**config.mk**
```make
export PLATFORM = sky130hd
export DESIGN_NAME = fifo_param
export DESIGN_NICKNAME = d
export VERILOG_FILES = /design/src/rtl/fifo_param.sv
export SDC_FILE = /design/constraint.sdc
export NUM_CORES = 1
export LEC_CHECK = 0
export CORE_MARGIN = 4
export CORE_UTILIZATION = 52
export DETAILED_ROUTE_END_ITERATION = 12
export PLACE_DENSITY = 0.87
export SLEW_MARGIN = 25
export SYNTH_ARGS = -nofsm -noshare
export SYNTH_HDL_FRONTEND = slang
export SYNTH_SLANG_ARGS = --single-unit
```
**constraint.sdc**
```tcl
create_clock -name clk -period 1.9 [get_ports clk]
set_input_delay 0.285 -clock clk [delete_from_list [all_inputs] [get_ports clk]]
set_output_delay 0.285 -clock clk [all_outputs]
set_load 0.02 [all_outputs]
```
**src/rtl/fifo_param.sv**
```systemverilog
// Parametrised synchronous FIFO with first-word-fall-through read data, occupancy
// count and almost-full/almost-empty flags. Optional sticky errors: FIFO_ERR_STICKY_EN.
module fifo_param #(
    parameter int N_ADDR_BITS = 2,
    parameter int FIFO_WIDTH  = 8,
    parameter int AF_LEVEL    = (1 << N_ADDR_BITS) - 1,
    parameter int AE_LEVEL    = 1
) (
    input  logic                   clk,
    input  logic                   reset_n,
    input  logic                   wr_en,
    input  logic [FIFO_WIDTH-1:0]  wr_data,
    input  logic                   rd_en,
    output logic [FIFO_WIDTH-1:0]  rd_data,
    output logic                   empty,
    output logic                   full,
    output logic                   almost_full,
    output logic                   almost_empty,
    output logic [N_ADDR_BITS:0]   count,
    output logic                   overflow,
    output logic                   underflow
);

    localparam int DEPTH = 1 << N_ADDR_BITS;
    localparam logic [N_ADDR_BITS:0]   CNT_DEPTH = (N_ADDR_BITS+1)'(DEPTH);
    localparam logic [N_ADDR_BITS:0]   CNT_AF    = (N_ADDR_BITS+1)'(AF_LEVEL);
    localparam logic [N_ADDR_BITS:0]   CNT_AE    = (N_ADDR_BITS+1)'(AE_LEVEL);
    localparam logic [N_ADDR_BITS:0]   CNT_ONE   = (N_ADDR_BITS+1)'(1);
    localparam logic [N_ADDR_BITS-1:0] PTR_ONE   = N_ADDR_BITS'(1);

    logic [FIFO_WIDTH-1:0]  mem [DEPTH];
    logic [N_ADDR_BITS-1:0] wr_ptr, rd_ptr;
    logic                   do_wr, do_rd;

    assign empty        = (count == '0);
    assign full         = (count == CNT_DEPTH);
    assign almost_full  = (count >= CNT_AF);
    assign almost_empty = (count <= CNT_AE);

    // A read frees the head slot in the same edge, so a full FIFO still takes a write
    assign do_wr = wr_en & (~full | rd_en);
    assign do_rd = rd_en & ~empty;

    assign rd_data = empty ? '0 : mem[rd_ptr];

    always_ff @(posedge clk) begin
        if (!reset_n) begin
            wr_ptr <= '0;
            rd_ptr <= '0;
            count  <= '0;
        end else begin
            if (do_wr) wr_ptr <= wr_ptr + PTR_ONE;
            if (do_rd) rd_ptr <= rd_ptr + PTR_ONE;
            if (do_wr && !do_rd)
                count <= count + CNT_ONE;
            else if (do_rd && !do_wr)
                count <= count - CNT_ONE;
        end
    end

    // Storage is not cleared on reset
    always_ff @(posedge clk) begin
        if (reset_n && do_wr) mem[wr_ptr] <= wr_data;
    end

`ifdef FIFO_ERR_STICKY_EN
    always_ff @(posedge clk) begin
        if (!reset_n) begin
            overflow  <= 1'b0;
            underflow <= 1'b0;
        end else begin
            if (wr_en && full && !rd_en) overflow  <= 1'b1;
            if (rd_en && empty)          underflow <= 1'b1;
        end
    end
`else
    assign overflow  = 1'b0;
    assign underflow = 1'b0;
`endif

endmodule

```
==> impl_metrics.toml <==
[clock_network]
path_clk_slew_ns = 0.11
clock_latency_ns = 0.35
hold_buffers = 0
cts_tree = "yes"
clk_path_buf_depth = 2
root_buffer = "clkbuf_4"
cts_made_buffers = 5
h-tree-depth = 2
cts_sinks = 41

[finish]
syn_to_final_growth_pct = 27.63
fin_util_pct = 68.77
layout.nets = 182
drive_gt1_share_pct = 32.30
antenna_cells = 0

[run_status]
status = "finished, violations left"
violations = "negative setup slack"

[floorplanning]
ios = 29
core_area_sq_um = 3337
die-area_sq_um = 4462
die_w_um = 66.80
rows = 21
initial_core_util_pct = 53.88
die_h_um = 66.80

[setup_path]
cp_data_required_time_ns = 1.62
crit_fanout = 4
cp-end-kind = "primary output"
crit_slowest_cell = "mux4_2"
r2r_end = "count[2]$_SDFFE_PN0P_"
cpPeakStageDelay_ns = 0.48
cp_common_cell = "buf_6"
worstPathArrival_ns = 1.68
ff2ff_setup_slack_ns = 0.05
worstPathCellList = "buf_6 > buf_6 > mux4_2 > and2_4 > buf_6"
ff2ff_path_depth = 7
startpoint_type = "flip-flop"
path_class = "reg2out"
r2r-start = "count[0]$_SDFFE_PN0P_"

[global_routing]
overflow = 0
grtUsageMet3_pct = 5.734
use_met1_pct = 16.82
grt_pass1_vias = 1106
met2_usage_pct = 30.94
grt_pass1_wl_mm = 5.244
grt_max_degree = 13
busiest_layer = "met2"
grt_antenna_before_repair = 0
grtUsageTotal_pct = 16.89

[drt]
dr.first_iter.drc_count = 29
vias = 1071
vias_per_cell = 5.174
ant_nets = 0
routed_wl_mm = 3.381
wl_per_cell_um = 16.33
drc = 0
drtPass1Iterations = 4

[timing]
fin_crit_ns = 1.967
setup_viol = 5
drv_slew = 0
fin_crit_sh_pct = 103.5
setup_tns_ns = -0.1614
fmax_mhz = 508.3
layout_setup_ws_ns = -0.06735
hold_viol_final = 0
fin_skew_ns = 0.007754
rsz0062_at_grt = "yes"

[hold_path]
whs_endpoint = "wr_ptr[1]$_SDFFE_PN0N_"
hold_start = "wr_ptr[1]$_SDFFE_PN0N_"
worstHoldPathCells = 2
hp-class = "reg2reg"

[logic_synthesis]
netlist_area_sq_um = 1798
yosysSeqAreaShare_pct = 63.47
synth_cell_type_count = 27
synth_cells = 120
ys_ff_latch = 41
yosysWarnings = 0
avgSynthCellArea_sq_um = 14.98

[power_and_ir_drop]
switching_share_pct = 33.01
power.share.clock_pct = 18.8
power_frac_comb_pct = 45.6
p_int_w = 0.002066
power_density_nw_per_um2 = 1344
p_leak_nw = 0.8760
ir_worst_vdd_v = 0.0006651
power.switching_w = 0.001018
seqPwrFrac_pct = 35.5

[place]
place.port_buffers = 26
gp_congestion = 0.7524
dp_hpwl_mm = 2.413

[job]
cap_violations = 0
-- placed cells by master (no fill, tap or decap), drive strengths merged, types with 4 or more instances in the layout --
cell type,Yosys,final
and2,11,11
and3,4,4
buf,4,21
clkbuf,2,8
clkdlybuf4s50,0,14
dfxtp,9,9
edfxtp,32,32
ha,10,10
inv,7,7
mux4,8,8
nand2,7,7
nor2,4,4
o21ai,4,4
-- synthesized netlist by cell type, drive strengths merged --
| master | number | area [sq um] |
|---|---|---|
| buf | 4 | 31.27 |
| nand2b | 3 | 18.77 |
| clkbuf | 2 | 7.510 |
| or3 | 1 | 6.260 |
| xnor2 | 1 | 8.760 |
| and3 | 4 | 25.02 |
| nand2 | 7 | 26.28 |
| o21ai | 4 | 20.02 |
| a21oi | 2 | 10.01 |
| xor2 | 1 | 8.760 |
| and2 | 11 | 68.82 |
| nor2 | 4 | 15.01 |
| mux4 | 8 | 180.2 |
| conb | 1 | 3.750 |
| a21boi | 3 | 26.27 |
| inv | 7 | 26.27 |
| nand3 | 1 | 5.000 |
| edfxtp | 32 | 960.9 |
| mux2i | 3 | 30.03 |
| nor2b | 1 | 6.260 |
| dfxtp | 9 | 180.2 |
| ha | 10 | 125.1 |
| o211ai | 1 | 7.510 |
-- how the worst max path moves through the flow --
stage,to,slack [ns],cells past startpoint
2_1_floorplan,count[1]$_SDFFE_PN0P_,-0.03,8
3_3_place_gp,rd_data[1],-0.03,4
3_5_place_dp,rd_data[0],-0.07,5
4_1_cts,rd_data[1],-0.09,5
5_1_grt,rd_data[1],-0.13,5
6_report,rd_data[1],-0.07,5
-- cell type report --
class | instances | area (sq um)
well taps | 46 | 57.56
multi-input cells | 67 | 624.3
inverters | 7 | 26.28
flip-flops and latches | 41 | 1145
clock inverters | 1 | 30.03
repair buffers | 38 | 356.6
fillers | 249 | 1042
clock buffers | 7 | 55.05
-- registers in the layout, indices dropped and copies added, names as in the netlist, named ones only --
| register | flops |
|---|---|
| count | 3 |
| mem | 32 |
| rd_ptr | 2 |
| wr_ptr | 2 |
-- cells by family after synthesis --
| family | count (synthesis) | synth area share [%] |
|---|---|---|
| AOI/OAI and AO/OA | 10 | 3.549 |
| muxes | 11 | 11.69 |
| DFF | 41 | 63.47 |
| other | 1 | 0.2086 |
| buffers and inverters | 13 | 3.618 |
| xor gates and xnor gates | 2 | 0.9744 |
| adders and majority gates | 10 | 6.959 |
| and+or+nand+nor | 32 | 9.534 |
-- power by group through the flow --
stage          logic, W  registers, W  clock network [W]
2_1_floorplan  0.000718       0.00115                  0
3_3_place_gp    0.00130       0.00110                  0
4_1_cts         0.00137       0.00109           0.000589
3_5_place_dp    0.00135       0.00111                  0
5_1_grt         0.00152       0.00111           0.000633
6_report        0.00141       0.00110           0.000580
-- what timing repair did --
item | 4_1_cts | 5_1_grt
pin swaps | 1 | 1
endpoints found under the setup margin | 15 | 14
buffers inserted | 1 | 0
gates resized for setup | 55 | 12
-- routing by layer --
layer | vias to the layer above | wire length, um
met5 | - | 0
met4 | 0 | 92
met3 | 9 | 134
met2 | 23 | 1904
met1 | 529 | 1250
li1 | 510 | -
-- per-stage QoR --
step                      cells  power [W]  setup slack [ns]  instance area, sq um  hold slack, ns
after floorplan             121   0.001869          -0.02684                  1809          0.3839
after global placement      198   0.002403          -0.03067                  2183          0.4594
after detailed placement    198   0.002457          -0.06707                  2183          0.5040
after CTS                   207   0.003053          -0.09232                  2280          0.5194
after global routing        207   0.003263           -0.1333                  2295          0.5481
final                       207   0.003084          -0.06735                  2295          0.5173
-- worst max-delay path: cells and delay by family, from the launching register on --
kind,cells,cell delay [ns]
mux,1,0.48
flops,1,0.36
buf+inv,3,0.33
simple gates,1,0.15
Power figures use the tool's default switching activity.
==> RTL edit 1: new RTL, config.mk and constraints unchanged <==
Build with the macro `FIFO_ERR_STICKY_EN` defined.
--- a/src/rtl/fifo_param.sv
+++ b/src/rtl/fifo_param.sv
@@ -1,4 +1,6 @@
 // Parametrised synchronous FIFO with first-word-fall-through read data, occupancy
 // count and almost-full/almost-empty flags. Optional sticky errors: FIFO_ERR_STICKY_EN.
+`define FIFO_ERR_STICKY_EN
+
 module fifo_param #(
     parameter int N_ADDR_BITS = 2,
Behaviour: not the same (a bounded check fails within 4 cycles, from zero or initial values and one cycle with reset_n low).
==> RTL edit 1 against the original RTL <==
Design area increased by 8.6%; power up 7.7%; routed wire length increased by 12%; area after synthesis up 6.2%; final cell count increased by 11%; count of clock-buffer cells in the layout unchanged; sequential cell count up 2; combinational power up 15%; setup slack improved by 0.090 ns; critical path type is now reg2reg; largest power group unchanged.
==> RTL edit 1: results <==
[clocking]
insertion_delay_ns = 0.29
root_buffer = clkbuf_8
path_clk_slew_ns = 0.07
postCtsSetupBuffers = 0

[detailed_routing]
routedWlPerCell_um = 16.6
drt_iter0_drc = 89

[placement]
place_area_um2 = 2380
portBuffers = 28
dpl.hpwl_um = 2820
place_ws_ns = -0.127

[global_route]
grt_use_met3 = 0.0551
use_met1 = 0.219
grt_pass1_vias = 1250
grt_usage = 0.185
grt_pass1_wl_um = 5980
gr-usage-met2 = 0.315

[worst_setup_path]
critPathTopFamily = simple AND/OR/NAND/NOR gates
cp_max_fo = 8
rr_worst_depth = 6
crit_path_top_delay_cell = nor2_2
crit_path_end = mem[1][3]
reg2reg_slack_ns = 0.02

[synthesis]
ys_types = 31
synthTopCellsByCount = 32 x edfxtp_1, 12 x and2_1, 11 x dfxtp_1, 11 x inv_1, 9 x ha_1
ys_seq_area_frac = 0.619

[sta]
finClkSkew_ns = 0.00263
fin_crit_ns = 1.88
finalSetupViolCount = 0

[final_layout]
post_route_cells_drive_above_1_share = 0.317
fillers = 217
multi_input_area_um2 = 676

[hold_path]
hold_path_depth = 1

[power]
p_leak_nw = 0.946

[run_status]
status = finished clean
-- RTL edit 1: cell families (layout without fill, tap and decap cells) --
family / after synthesis / in the layout / synth area share
AOI/OAI and AO/OA: 16 / 16 / 0.0544
and+or+nand+nor: 35 / 35 / 0.102
buffers and inverters: 17 / 66 / 0.0419
adders and majority gates: 10 / 10 / 0.0642
xor gates and xnor gates: 3 / 3 / 0.0138
muxes: 10 / 10 / 0.105
DFF: 43 / 43 / 0.619
-- RTL edit 1: layout make-up --
class                      instances  share of cell area
inverter                          11              0.0166
tap                               46              0.0231
sequential                        43               0.476
multi-input combinational         74               0.271
clock buffer                       7              0.0306
clock inverter                     1             0.00201
timing repair buffer              47               0.181
-- RTL edit 1: how the worst min path moves through the flow --
stage                from  slack [ns]        end
6_report         overflow        0.49   overflow
5_1_grt          overflow        0.52   overflow
4_1_cts          overflow        0.49   overflow
3_5_place_dp     overflow        0.47   overflow
3_3_place_gp     overflow        0.45   overflow
2_1_floorplan  wr_data[0]        0.38  mem[0][0]
-- RTL edit 1: metal layers --
layer | vias up | part of all wire
li1 | 571 | -
met4 | 0 | 0.011
met2 | 37 | 0.53
met3 | 4 | 0.055
met1 | 576 | 0.40
met5 | - | 0
-- RTL edit 1: power breakdown --
group / total [mW] / internal (mW) / leakage (nW) / switching [mW]
Sequential: 1.16 / 1.11 / 0.382 / 0.0555
Clock: 0.535 / 0.258 / 0.0422 / 0.278
Combinational: 1.62 / 0.874 / 0.522 / 0.750
-- RTL edit 1: timing repair --
item | 4_1_cts | 5_1_grt
endpoints found under the setup margin | 36 | 35
pin swaps | 0 | 4
gates resized for setup | 43 | 29
==> RTL edit 2: new RTL, same flow settings <==
Without the edit above. Register the output `count` once more, cleared by the reset; this adds one clock of latency there. The other outputs are not delayed to match.
--- a/src/rtl/fifo_param.sv
+++ b/src/rtl/fifo_param.sv
@@ -29,12 +29,14 @@
     localparam logic [N_ADDR_BITS-1:0] PTR_ONE   = N_ADDR_BITS'(1);
 
+    logic [N_ADDR_BITS:0] count_s0;
+
     logic [FIFO_WIDTH-1:0]  mem [DEPTH];
     logic [N_ADDR_BITS-1:0] wr_ptr, rd_ptr;
     logic                   do_wr, do_rd;
 
-    assign empty        = (count == '0);
-    assign full         = (count == CNT_DEPTH);
-    assign almost_full  = (count >= CNT_AF);
-    assign almost_empty = (count <= CNT_AE);
+    assign empty        = (count_s0 == '0);
+    assign full         = (count_s0 == CNT_DEPTH);
+    assign almost_full  = (count_s0 >= CNT_AF);
+    assign almost_empty = (count_s0 <= CNT_AE);
 
     // A read frees the head slot in the same edge, so a full FIFO still takes a write
@@ -48,12 +50,12 @@
             wr_ptr <= '0;
             rd_ptr <= '0;
-            count  <= '0;
+            count_s0 <= '0;
         end else begin
             if (do_wr) wr_ptr <= wr_ptr + PTR_ONE;
             if (do_rd) rd_ptr <= rd_ptr + PTR_ONE;
             if (do_wr && !do_rd)
-                count <= count + CNT_ONE;
+                count_s0 <= count_s0 + CNT_ONE;
             else if (do_rd && !do_wr)
-                count <= count - CNT_ONE;
+                count_s0 <= count_s0 - CNT_ONE;
         end
     end
@@ -79,4 +81,12 @@
 `endif
 
+    always_ff @(posedge clk) begin
+        if (!reset_n) begin
+            count <= '0;
+        end else begin
+            count <= count_s0;
+        end
+    end
+
 endmodule
 
Behaviour: not the same (a bounded check fails within 4 cycles, from zero or initial values and one cycle with reset_n low).
==> RTL edit 2 against the original RTL <==
The flow still finishes with violations (setup timing); area after synthesis increased by 3.5%; synthesized cell count increased by 4.2%; sequential share of layout area decreased by 0.73 points; power increased by 4.0%; routed wire length increased by 12%; clock power increased by 20%; fmax increased by 2.6%; sequential cell count increased by 3; design area increased by 6.8%; count of clock-buffer cells in the layout decreased by 1; setup slack improved by 0.050 ns; die area increased by 3.1%; critical endpoint is now rd_data[4].
==> RTL edit 2: results <==
[power]
clock_power_mw = 0.697
power_combinational_mw = 1.33
pwr-share-comb = 0.413
ir_drop_v = 0.000741
power_switching_share = 0.301
p_leak_nw = 0.963

[global_route]
grt_pass1_vias = 1258
grt_usage = 0.182
grt_max_degree = 15
grt_pass1_wl_um = 5910

[sta]
layout_setup_ws_ns = -0.0170
finalSetupViolCount = 2
tns_ns = -0.0252
whs_ns = 0.520
finClkSkew_ns = 0.0142

[hold_path]
hold_class = reg2reg

[synthesis]
ys_types = 26
ys_seq_area_frac = 0.645
synthTopCellsByCount = 32 x edfxtp_1, 12 x dfxtp_1, 10 x and2_1, 10 x ha_1
postSynth.asyncResetShare = 0
synthFlopType = edfxtp_1
synthTopCellsByArea = edfxtp_1 52%, dfxtp_1 13%, mux4_2 9.7%
synthCells = 125

[placement]
place_area_um2 = 2300
dpl.hpwl_um = 2670
place_ws_ns = -0.0848
post-place-cells = 209
routabilityCongestion = 0.809

[clocking]
insertion_delay_ns = 0.35
path_clk_slew_ns = 0.13
cts_made_buffers = 5
cts_max_level = 2

[detailed_routing]
via_per_inst = 5.30
drt_iter0_drc = 72
routed_wl_um = 3780

[final_layout]
fillers = 207
instances_no_fill = 217
design_area_um2 = 2450
largestRegisters = mem: 32 flops, count: 3 flops, count_s0: 3 flops
post_route_cells_drive_above_1_share = 0.322
fin_nets = 192

[worst_setup_path]
worstPathArrival_ns = 1.63
reg2reg_slack_ns = 0.10

[run_status]
status = complete, but fails checks
violations = setup timing
RTL edit 2: changes by cell type in the layout (fill, tap and decap cells not counted), sizes merged, moves of 2 or more:
| cell | before | now |
|---|---|---|
| buf | 21 | 26 |
| dfxtp | 9 | 12 |
| nor2 | 4 | 8 |
| a21boi | 3 | 1 |
| a21oi | 2 | 4 |
| clkbuf | 8 | 6 |
RTL edit 2: cell families after synthesis:
kind of cell               after synthesis  share of synthesized area
and+or+nand+nor                         33                     0.0914
DFF                                     44                      0.645
buffers and inverters                   14                     0.0376
xor gates and xnor gates                 2                    0.00941
adders and majority gates               10                     0.0672
AOI/OAI and AO/OA                        9                     0.0289
other                                    1                    0.00201
muxes                                   12                      0.118
RTL edit 2: worst max-delay path, stage by stage (launching register included):
cell     delay (ns)
dfxtp_2        0.37
buf_6          0.12
mux4_2         0.50
and2_1         0.16
buf_6          0.13
RTL edit 2: layout make-up:
class	count	share of cell area
clock buffer	6	0.0168
clock inverter	2	0.0245
inverter	8	0.0123
multi-input combinational	68	0.258
sequential	44	0.492
tap	46	0.0235
timing repair buffer	43	0.174
RTL edit 2: timing repair:
action / 4_1_cts / 5_1_grt
hold endpoints to repair: 0 / 0
pin swaps: 1 / 8
gates resized for setup: 49 / 26
setup buffers: 1 / 0
setup endpoints to repair: 12 / 13
RTL edit 2: worst paths after layout:
path | end | cells after the start | from
setup / recovery | rd_data[4] | 4 | flop
hold / removal | wr_ptr[1] | 2 | wr_ptr[1]
setup reg to reg | mem[1][3] | 6 | count_s0[1]
hold reg to reg | wr_ptr[1] | 2 | wr_ptr[1]
RTL edit 2: per-layer routing:
metal,vias up,GRT usage,share of wire
met5,-,0,0
met4,0,0.0868,0.014
met3,7,0.0411,0.053
met2,41,0.335,0.58
met1,569,0.195,0.35
li1,534,-,-
